<file path="config.mk">
export PLATFORM = sky130hd
export DESIGN_NAME = pulse_train_tx_flat
export DESIGN_NICKNAME = d
export VERILOG_FILES = /design/src/rtl/pulse_train_if.sv /design/src/rtl/pulse_train_tx.sv /design/src/flat_wrapper.sv
export SDC_FILE = /design/constraint.sdc
export NUM_CORES = 1
export LEC_CHECK = 0
export CAP_MARGIN = 15
export CELL_PAD_IN_SITES_DETAIL_PLACEMENT = 0
export CELL_PAD_IN_SITES_GLOBAL_PLACEMENT = 1
export CORE_UTILIZATION = 43
export DETAILED_ROUTE_END_ITERATION = 8
export HOLD_SLACK_MARGIN = 0.06
export PLACE_DENSITY = 0.84
export SYNTH_ARGS = -nofsm -noshare
export SYNTH_HDL_FRONTEND = slang
export SYNTH_SLANG_ARGS = --single-unit
</file>
<file path="constraint.sdc">
create_clock -name clk -period 2.7 [get_ports clk]
set_input_delay 0.405 -clock clk [delete_from_list [all_inputs] [get_ports clk]]
set_output_delay 0.405 -clock clk [all_outputs]
set_load 0.01 [all_outputs]
</file>
<file path="src/rtl/pulse_train_if.sv">
// pulse_train_if
//   Bundles the control/config inputs and the status outputs of the
//   pulse-train transmitter.
//
//   Handshake: there is no valid/ready pair. The master raises 'start' for
//   one or more cycles. The slave samples start only while idle. While
//   idle it also samples num_pulses/high_cycles/low_cycles, in the same
//   cycle as start. 'abort' is a level, sampled each cycle while a train
//   is running. Every status signal is a registered level or a one-cycle
//   pulse driven by the slave.
//
//   Signals:
//     start        master->slave  request to begin a train
//     abort        master->slave  stop the running train
//     num_pulses   master->slave  N, pulses per train
//     high_cycles  master->slave  H, cycles high per pulse
//     low_cycles   master->slave  L, cycles low between pulses
//     pulse_out    slave->master  registered pulse-train output
//     busy         slave->master  train in progress
//     done         slave->master  one-cycle pulse on normal completion
//     cfg_err      slave->master  one-cycle pulse on rejected start
//     pulses_sent  slave->master  completed pulses in current/last train
interface pulse_train_if #(
  parameter int CNT_W = 8
);
  logic             start;
  logic             abort;
  logic [CNT_W-1:0] num_pulses;
  logic [CNT_W-1:0] high_cycles;
  logic [CNT_W-1:0] low_cycles;
  logic             pulse_out;
  logic             busy;
  logic             done;
  logic             cfg_err;
  logic [CNT_W-1:0] pulses_sent;

  modport master (
    output start, abort, num_pulses, high_cycles, low_cycles,
    input  pulse_out, busy, done, cfg_err, pulses_sent
  );

  modport slave (
    input  start, abort, num_pulses, high_cycles, low_cycles,
    output pulse_out, busy, done, cfg_err, pulses_sent
  );
endinterface

</file>
<file path="src/rtl/pulse_train_tx.sv">
// pulse_train_tx
//   Programmable pulse-train transmitter. A start request with nonzero
//   N/H/L produces N pulses, each H cycles high, separated by L cycles low.
//   The last pulse has no trailing low phase. Completion is reported with a
//   one-cycle 'done'. Each falling edge of pulse_out is one downstream
//   event, so the number of falling edges seen on a normally completed
//   train equals pulses_sent.
//
//   Ports:
//     clk      in   rising-edge clock
//     reset    in   asynchronous, active-low reset
//     bus      if   pulse_train_if.slave (start/abort/config in, status out)
//     state_o  out  current FSM state (IDLE=0, HIGH=1, LOW=2, DONE=3)
module pulse_train_tx #(
  parameter int CNT_W = 8
) (
  input  logic           clk,
  input  logic           reset,
  pulse_train_if.slave   bus,
  output logic [1:0]     state_o
);

  localparam logic [1:0] ST_IDLE = 2'd0;
  localparam logic [1:0] ST_HIGH = 2'd1;
  localparam logic [1:0] ST_LOW  = 2'd2;
  localparam logic [1:0] ST_DONE = 2'd3;

  localparam logic [CNT_W-1:0] ONE  = {{(CNT_W-1){1'b0}}, 1'b1};
  localparam logic [CNT_W-1:0] ZERO = '0;

  logic [1:0]       state_q,   state_d;
  logic [CNT_W-1:0] timer_q,   timer_d;
  logic [CNT_W-1:0] count_q,   count_d;
  logic [CNT_W-1:0] n_q,       n_d;
  logic [CNT_W-1:0] h_q,       h_d;
  logic [CNT_W-1:0] l_q,       l_d;
  logic             pulse_q,   pulse_d;
  logic             busy_q,    busy_d;
  logic             done_q,    done_d;
  logic             cfg_err_q, cfg_err_d;

  logic [CNT_W-1:0] count_inc;
  logic             cfg_ok;

  assign count_inc = count_q + ONE;
  assign cfg_ok    = (bus.num_pulses  != ZERO) &&
                     (bus.high_cycles != ZERO) &&
                     (bus.low_cycles  != ZERO);

  always_comb begin
    state_d   = state_q;
    timer_d   = timer_q;
    count_d   = count_q;
    n_d       = n_q;
    h_d       = h_q;
    l_d       = l_q;
    pulse_d   = pulse_q;
    busy_d    = busy_q;
    done_d    = 1'b0;
    cfg_err_d = 1'b0;

    case (state_q)
      ST_IDLE: begin
        pulse_d = 1'b0;
        busy_d  = 1'b0;
        // abort is ignored here, so start always wins over a concurrent abort
        if (bus.start) begin
          if (cfg_ok) begin
            n_d     = bus.num_pulses;
            h_d     = bus.high_cycles;
            l_d     = bus.low_cycles;
            count_d = ZERO;
            timer_d = bus.high_cycles - ONE;
            pulse_d = 1'b1;
            busy_d  = 1'b1;
            state_d = ST_HIGH;
          end else begin
            cfg_err_d = 1'b1;
          end
        end
      end

      ST_HIGH: begin
        if (bus.abort) begin
          // The pulse is cut short; it is not counted as completed.
          pulse_d = 1'b0;
          busy_d  = 1'b0;
          state_d = ST_IDLE;
        end else if (timer_q == ZERO) begin
          count_d = count_inc;
          pulse_d = 1'b0;
          if (count_inc == n_q) begin
            // Last pulse: no trailing low phase, report completion now.
            busy_d  = 1'b0;
            done_d  = 1'b1;
            state_d = ST_DONE;
          end else begin
            timer_d = l_q - ONE;
            state_d = ST_LOW;
          end
        end else begin
          timer_d = timer_q - ONE;
        end
      end

      ST_LOW: begin
        if (bus.abort) begin
          pulse_d = 1'b0;
          busy_d  = 1'b0;
          state_d = ST_IDLE;
        end else if (timer_q == ZERO) begin
          timer_d = h_q - ONE;
          pulse_d = 1'b1;
          state_d = ST_HIGH;
        end else begin
          timer_d = timer_q - ONE;
        end
      end

      ST_DONE: begin
        // One-cycle completion state; start and abort are both ignored.
        pulse_d = 1'b0;
        busy_d  = 1'b0;
        state_d = ST_IDLE;
      end

      default: begin
        pulse_d = 1'b0;
        busy_d  = 1'b0;
        state_d = ST_IDLE;
      end
    endcase
  end

  always_ff @(posedge clk or negedge reset) begin
    if (!reset) begin
      state_q   <= ST_IDLE;
      timer_q   <= '0;
      count_q   <= '0;
      n_q       <= '0;
      h_q       <= '0;
      l_q       <= '0;
      pulse_q   <= 1'b0;
      busy_q    <= 1'b0;
      done_q    <= 1'b0;
      cfg_err_q <= 1'b0;
    end else begin
      state_q   <= state_d;
      timer_q   <= timer_d;
      count_q   <= count_d;
      n_q       <= n_d;
      h_q       <= h_d;
      l_q       <= l_d;
      pulse_q   <= pulse_d;
      busy_q    <= busy_d;
      done_q    <= done_d;
      cfg_err_q <= cfg_err_d;
    end
  end

  assign bus.pulse_out   = pulse_q;
  assign bus.busy        = busy_q;
  assign bus.done        = done_q;
  assign bus.cfg_err     = cfg_err_q;
  assign bus.pulses_sent = count_q;
  assign state_o         = state_q;

endmodule

</file>
<file path="src/flat_wrapper.sv">
// flat-port wrapper written by rule: the top's interface ports become plain ports
module pulse_train_tx_flat 
#(
  parameter int CNT_W = 8
)
  (clk, reset, state_o, bus_start, bus_abort, bus_num_pulses, bus_high_cycles, bus_low_cycles, bus_pulse_out, bus_busy, bus_done, bus_cfg_err, bus_pulses_sent);
  pulse_train_if #(.CNT_W(CNT_W)) bus_i ();
  input  logic clk;
  input  logic reset;
  output logic [1:0] state_o;
  input wire logic [$bits(bus_i.start)-1:0] bus_start;
  input wire logic [$bits(bus_i.abort)-1:0] bus_abort;
  input wire logic [$bits(bus_i.num_pulses)-1:0] bus_num_pulses;
  input wire logic [$bits(bus_i.high_cycles)-1:0] bus_high_cycles;
  input wire logic [$bits(bus_i.low_cycles)-1:0] bus_low_cycles;
  output wire logic [$bits(bus_i.pulse_out)-1:0] bus_pulse_out;
  output wire logic [$bits(bus_i.busy)-1:0] bus_busy;
  output wire logic [$bits(bus_i.done)-1:0] bus_done;
  output wire logic [$bits(bus_i.cfg_err)-1:0] bus_cfg_err;
  output wire logic [$bits(bus_i.pulses_sent)-1:0] bus_pulses_sent;
  assign bus_i.start = bus_start;
  assign bus_i.abort = bus_abort;
  assign bus_i.num_pulses = bus_num_pulses;
  assign bus_i.high_cycles = bus_high_cycles;
  assign bus_i.low_cycles = bus_low_cycles;
  assign bus_pulse_out = bus_i.pulse_out;
  assign bus_busy = bus_i.busy;
  assign bus_done = bus_i.done;
  assign bus_cfg_err = bus_i.cfg_err;
  assign bus_pulses_sent = bus_i.pulses_sent;
  pulse_train_tx #(.CNT_W(CNT_W)) u_core (.clk(clk), .reset(reset), .bus(bus_i), .state_o(state_o));
endmodule
</file>
==> impl_metrics.env <==
export IMPL_synth_avg_cell_area_sq_um=9.46
export IMPL_synth_edf_count=0
export IMPL_yosysTopAreaCell="dfrtp_1"
export IMPL_cts_hold_buf=0
export IMPL_drive_above_1_share_pct=18.3
export IMPL_reg2reg_from="u_core.timer_q[0]"
export IMPL_yosysSeqAreaShare_pct=37.2
export IMPL_synth_async_reset_ratio_pct=100
export IMPL_slew_viol_final=0
export IMPL_yosys_register_bits=46
export IMPL_fin_worst_skew_ns=0.00488
export IMPL_core_sq_mm=0.00687
export IMPL_stdcell_area_sq_mm=0.00387
export IMPL_finalPower_mw=4.04
export IMPL_cpLargestDelayFamily="simple AND/OR/NAND/NOR gates"
export IMPL_die_h_um=86.8
export IMPL_post_cts_resize_count=0
export IMPL_grt_max_degree=47
export IMPL_fmaxAchievable_ghz=0.382
export IMPL_netlist_area_leader_share_pct=37.2
export IMPL_pin_count=42
export IMPL_hold_violations=0
export IMPL_globalRouteOverflowTotal=0
export IMPL_slew_headroom_pct=60.0
export IMPL_vias_per_cell=5.61
export IMPL_fin_nets=427
export IMPL_cp_max_fo=12
export IMPL_start_util_pct=45.0
export IMPL_powerDensity_mw_per_mm2=1040
export IMPL_worst_slew_pin_slew_ns=0.595
export IMPL_hold_path_class="in -> async"
export IMPL_rrSetupSlack_ns=0.32
export IMPL_outcome="finished clean"
export IMPL_grt_pass1_vias=2569
export IMPL_via_count=2713
export IMPL_period_needed_ns=2.62
export IMPL_postCtsSetupRepairBufs=0
export IMPL_placed_cell_area_sq_mm=0.00375
export IMPL_worst_setup_path_end_kind="flip-flop"
export IMPL_yosys_warnings=0
export IMPL_rsz0062_at_grt="no"
export IMPL_ys_top_cells_by_count="46 x dfrtp_1, 35 x nand2_1, 26 x mux2_2, 22 x nor2_1, 17 x xor2_1"
export IMPL_die_area_sq_mm=0.00754
export IMPL_wl_mm=7.68
export IMPL_detailedRoute_firstIterationViolations=222
export IMPL_synthToLayoutAreaGrowth_pct=25.2
export IMPL_insertion_delay_ns=0.30
export IMPL_grt_total_usage_pct=22.3
export IMPL_setup_viol=0
export IMPL_finish_utilization_pct=56.4
export IMPL_netlist_area_sq_mm=0.00309
export IMPL_crit_arrival_ns=2.81
export IMPL_synth_ff_type="dfrtp_1"
export IMPL_htreeDepth=2
export IMPL_root_buffer="clkbuf_8"
export IMPL_yosys_top_cells_area="dfrtp_1 37%, mux2_2 9.5%, ha_1 4.9%, xor2_1 4.8%, nand2_1 4.2%"
export IMPL_path_cells="clkdlybuf4s50_1, or4_4, or4b_4, a41oi_4, buf_4, a21o_2, or4_1, nand3_1"
export IMPL_dp_hpwl_mm=5.88
export IMPL_worstPathRequired_ns=2.89
export IMPL_avgRoutedWirePerCell_um=15.9
export IMPL_num_rows=30
export IMPL_crit_buf_inv=2
export IMPL_period_share_pct=97.0
export IMPL_grt_pass1_wl_mm=13.0
export IMPL_clk_pin_slew_ns=0.09
export IMPL_antenna_found_initial=0
export IMPL_tns_ns=0
export IMPL_start_kind="input port"
export IMPL_syn_num_nets=367
export IMPL_cts_tree="yes"
export IMPL_maxCapViolCount=0
export IMPL_cts_sinks=46
export IMPL_crit_slowest_cell="or4_4"
export IMPL_num_antenna_cells=0
export IMPL_drc=0
export IMPL_p_leak_nw=1.56
export IMPL_cts_buffers=5
export IMPL_numPortBuffers=41
export IMPL_crit_start="bus_high_cycles[5]"
export IMPL_ys_types=57
export IMPL_postRouteAntennaNets=0
export IMPL_nFillCells=619
export IMPL_postSynthCellCount=327
export IMPL_routabilityCongestion=0.859
export IMPL_fp_dieW_um=86.8
export IMPL_synth_most_common_cell="dfrtp_1"
export IMPL_cts_path_max_buffers=2
export IMPL_cpPeakStageDelay_ns=0.54
export IMPL_vdd_ir_drop_max_uv=564
export IMPL_crit_type="in -> reg"
export IMPL_detailedRoute_firstPassIterationCount=4
## cells in the final DEF (no fill, tap or decap), drive strengths merged, types with 6 or more instances in the layout
cell type / n
dfrtp: 46
xor2: 17
ha: 12
clkdlybuf4s50: 40
nor2: 22
clkbuf: 6
a31oi: 8
xnor2: 10
or4: 6
nand3: 13
inv: 16
mux2: 26
buf: 24
o21ai: 17
nor4: 12
nand2: 36
## worst register-to-register path: stages, from the launching register on
cell       delay, ns
dfrtp_1         0.43
inv_1           0.12
ha_1            0.15
nor4b_2         0.24
nand4_1         0.22
nor3_1          0.18
o2111ai_1       0.23
o21ai_4         0.34
mux2_2          0.38
## per-layer routing
metal / track usage (%) / wire, um / vias to the layer above
met5: 0 / 0 / -
met4: 5.76 / 106 / 0
met3: 3.81 / 354 / 8
met2: 32.6 / 3280 / 79
met1: 33.7 / 3950 / 1303
li1: - / - / 1323
## kinds of logic after synthesis
kind of cell / Yosys count / synth area share, %
AO/OA/AOI/OAI: 64 / 15.5
XOR/XNOR: 27 / 7.65
adder cells (fa/ha/maj): 12 / 4.85
buffers and inverters: 27 / 3.52
flip-flops: 46 / 37.2
multiplexers: 31 / 11.1
AND/OR/NAND/NOR: 120 / 20.2
## area by class of cell
type                       count  area (sq um)  share of cell area [%]
clock buffer                   6          82.6                    2.13
clock inverter                 2          12.5                   0.323
inverter                      16          60.1                    1.55
multi-input combinational    254          1840                    47.6
sequential                    46          1150                    29.7
tap                           96           120                    3.10
timing repair buffer          64           603                    15.6
## report_power, final
part	switching (mW)	internal [mW]	total, mW	leakage (nW)
Combinational	1.13	1.08	2.22	0.957
Sequential	0.370	1.00	1.37	0.553
Clock	0.244	0.206	0.450	0.0472
Total	1.75	2.29	4.04	1.56
## registers in the layout, summed over array words and instances (netlist names), 2 cells and up
signal and flops:
u_core.bus.pulses_sent 8, u_core.h_q 8, u_core.l_q 8, u_core.n_q 8, u_core.timer_q 8, u_core.state_o 2
## through the flow
stage | hold slack (ns) | cells | worst slack, ns
CTS | 0.313 | 483 | 0.100
floorplan | 0.109 | 327 | 0.227
global route | 0.0681 | 484 | 0.0473
finish | 0.0419 | 484 | 0.0810
detailed placement | 0.480 | 475 | -0.228
global placement | 0.484 | 475 | -0.176
## final timing paths
path,depth (start not counted),to
worst min register to register,2,u_core.bus.pulse_out
min in group clk,2,u_core.bus.pulse_out
max in group asynchronous,2,u_core.h_q[2]
worst min-delay path,1,u_core.bus.pulses_sent[7]
worst max register to register,8,u_core.timer_q[7]
worst max-delay path,8,u_core.bus.pulses_sent[3]
Power figures use the tool's default switching activity.
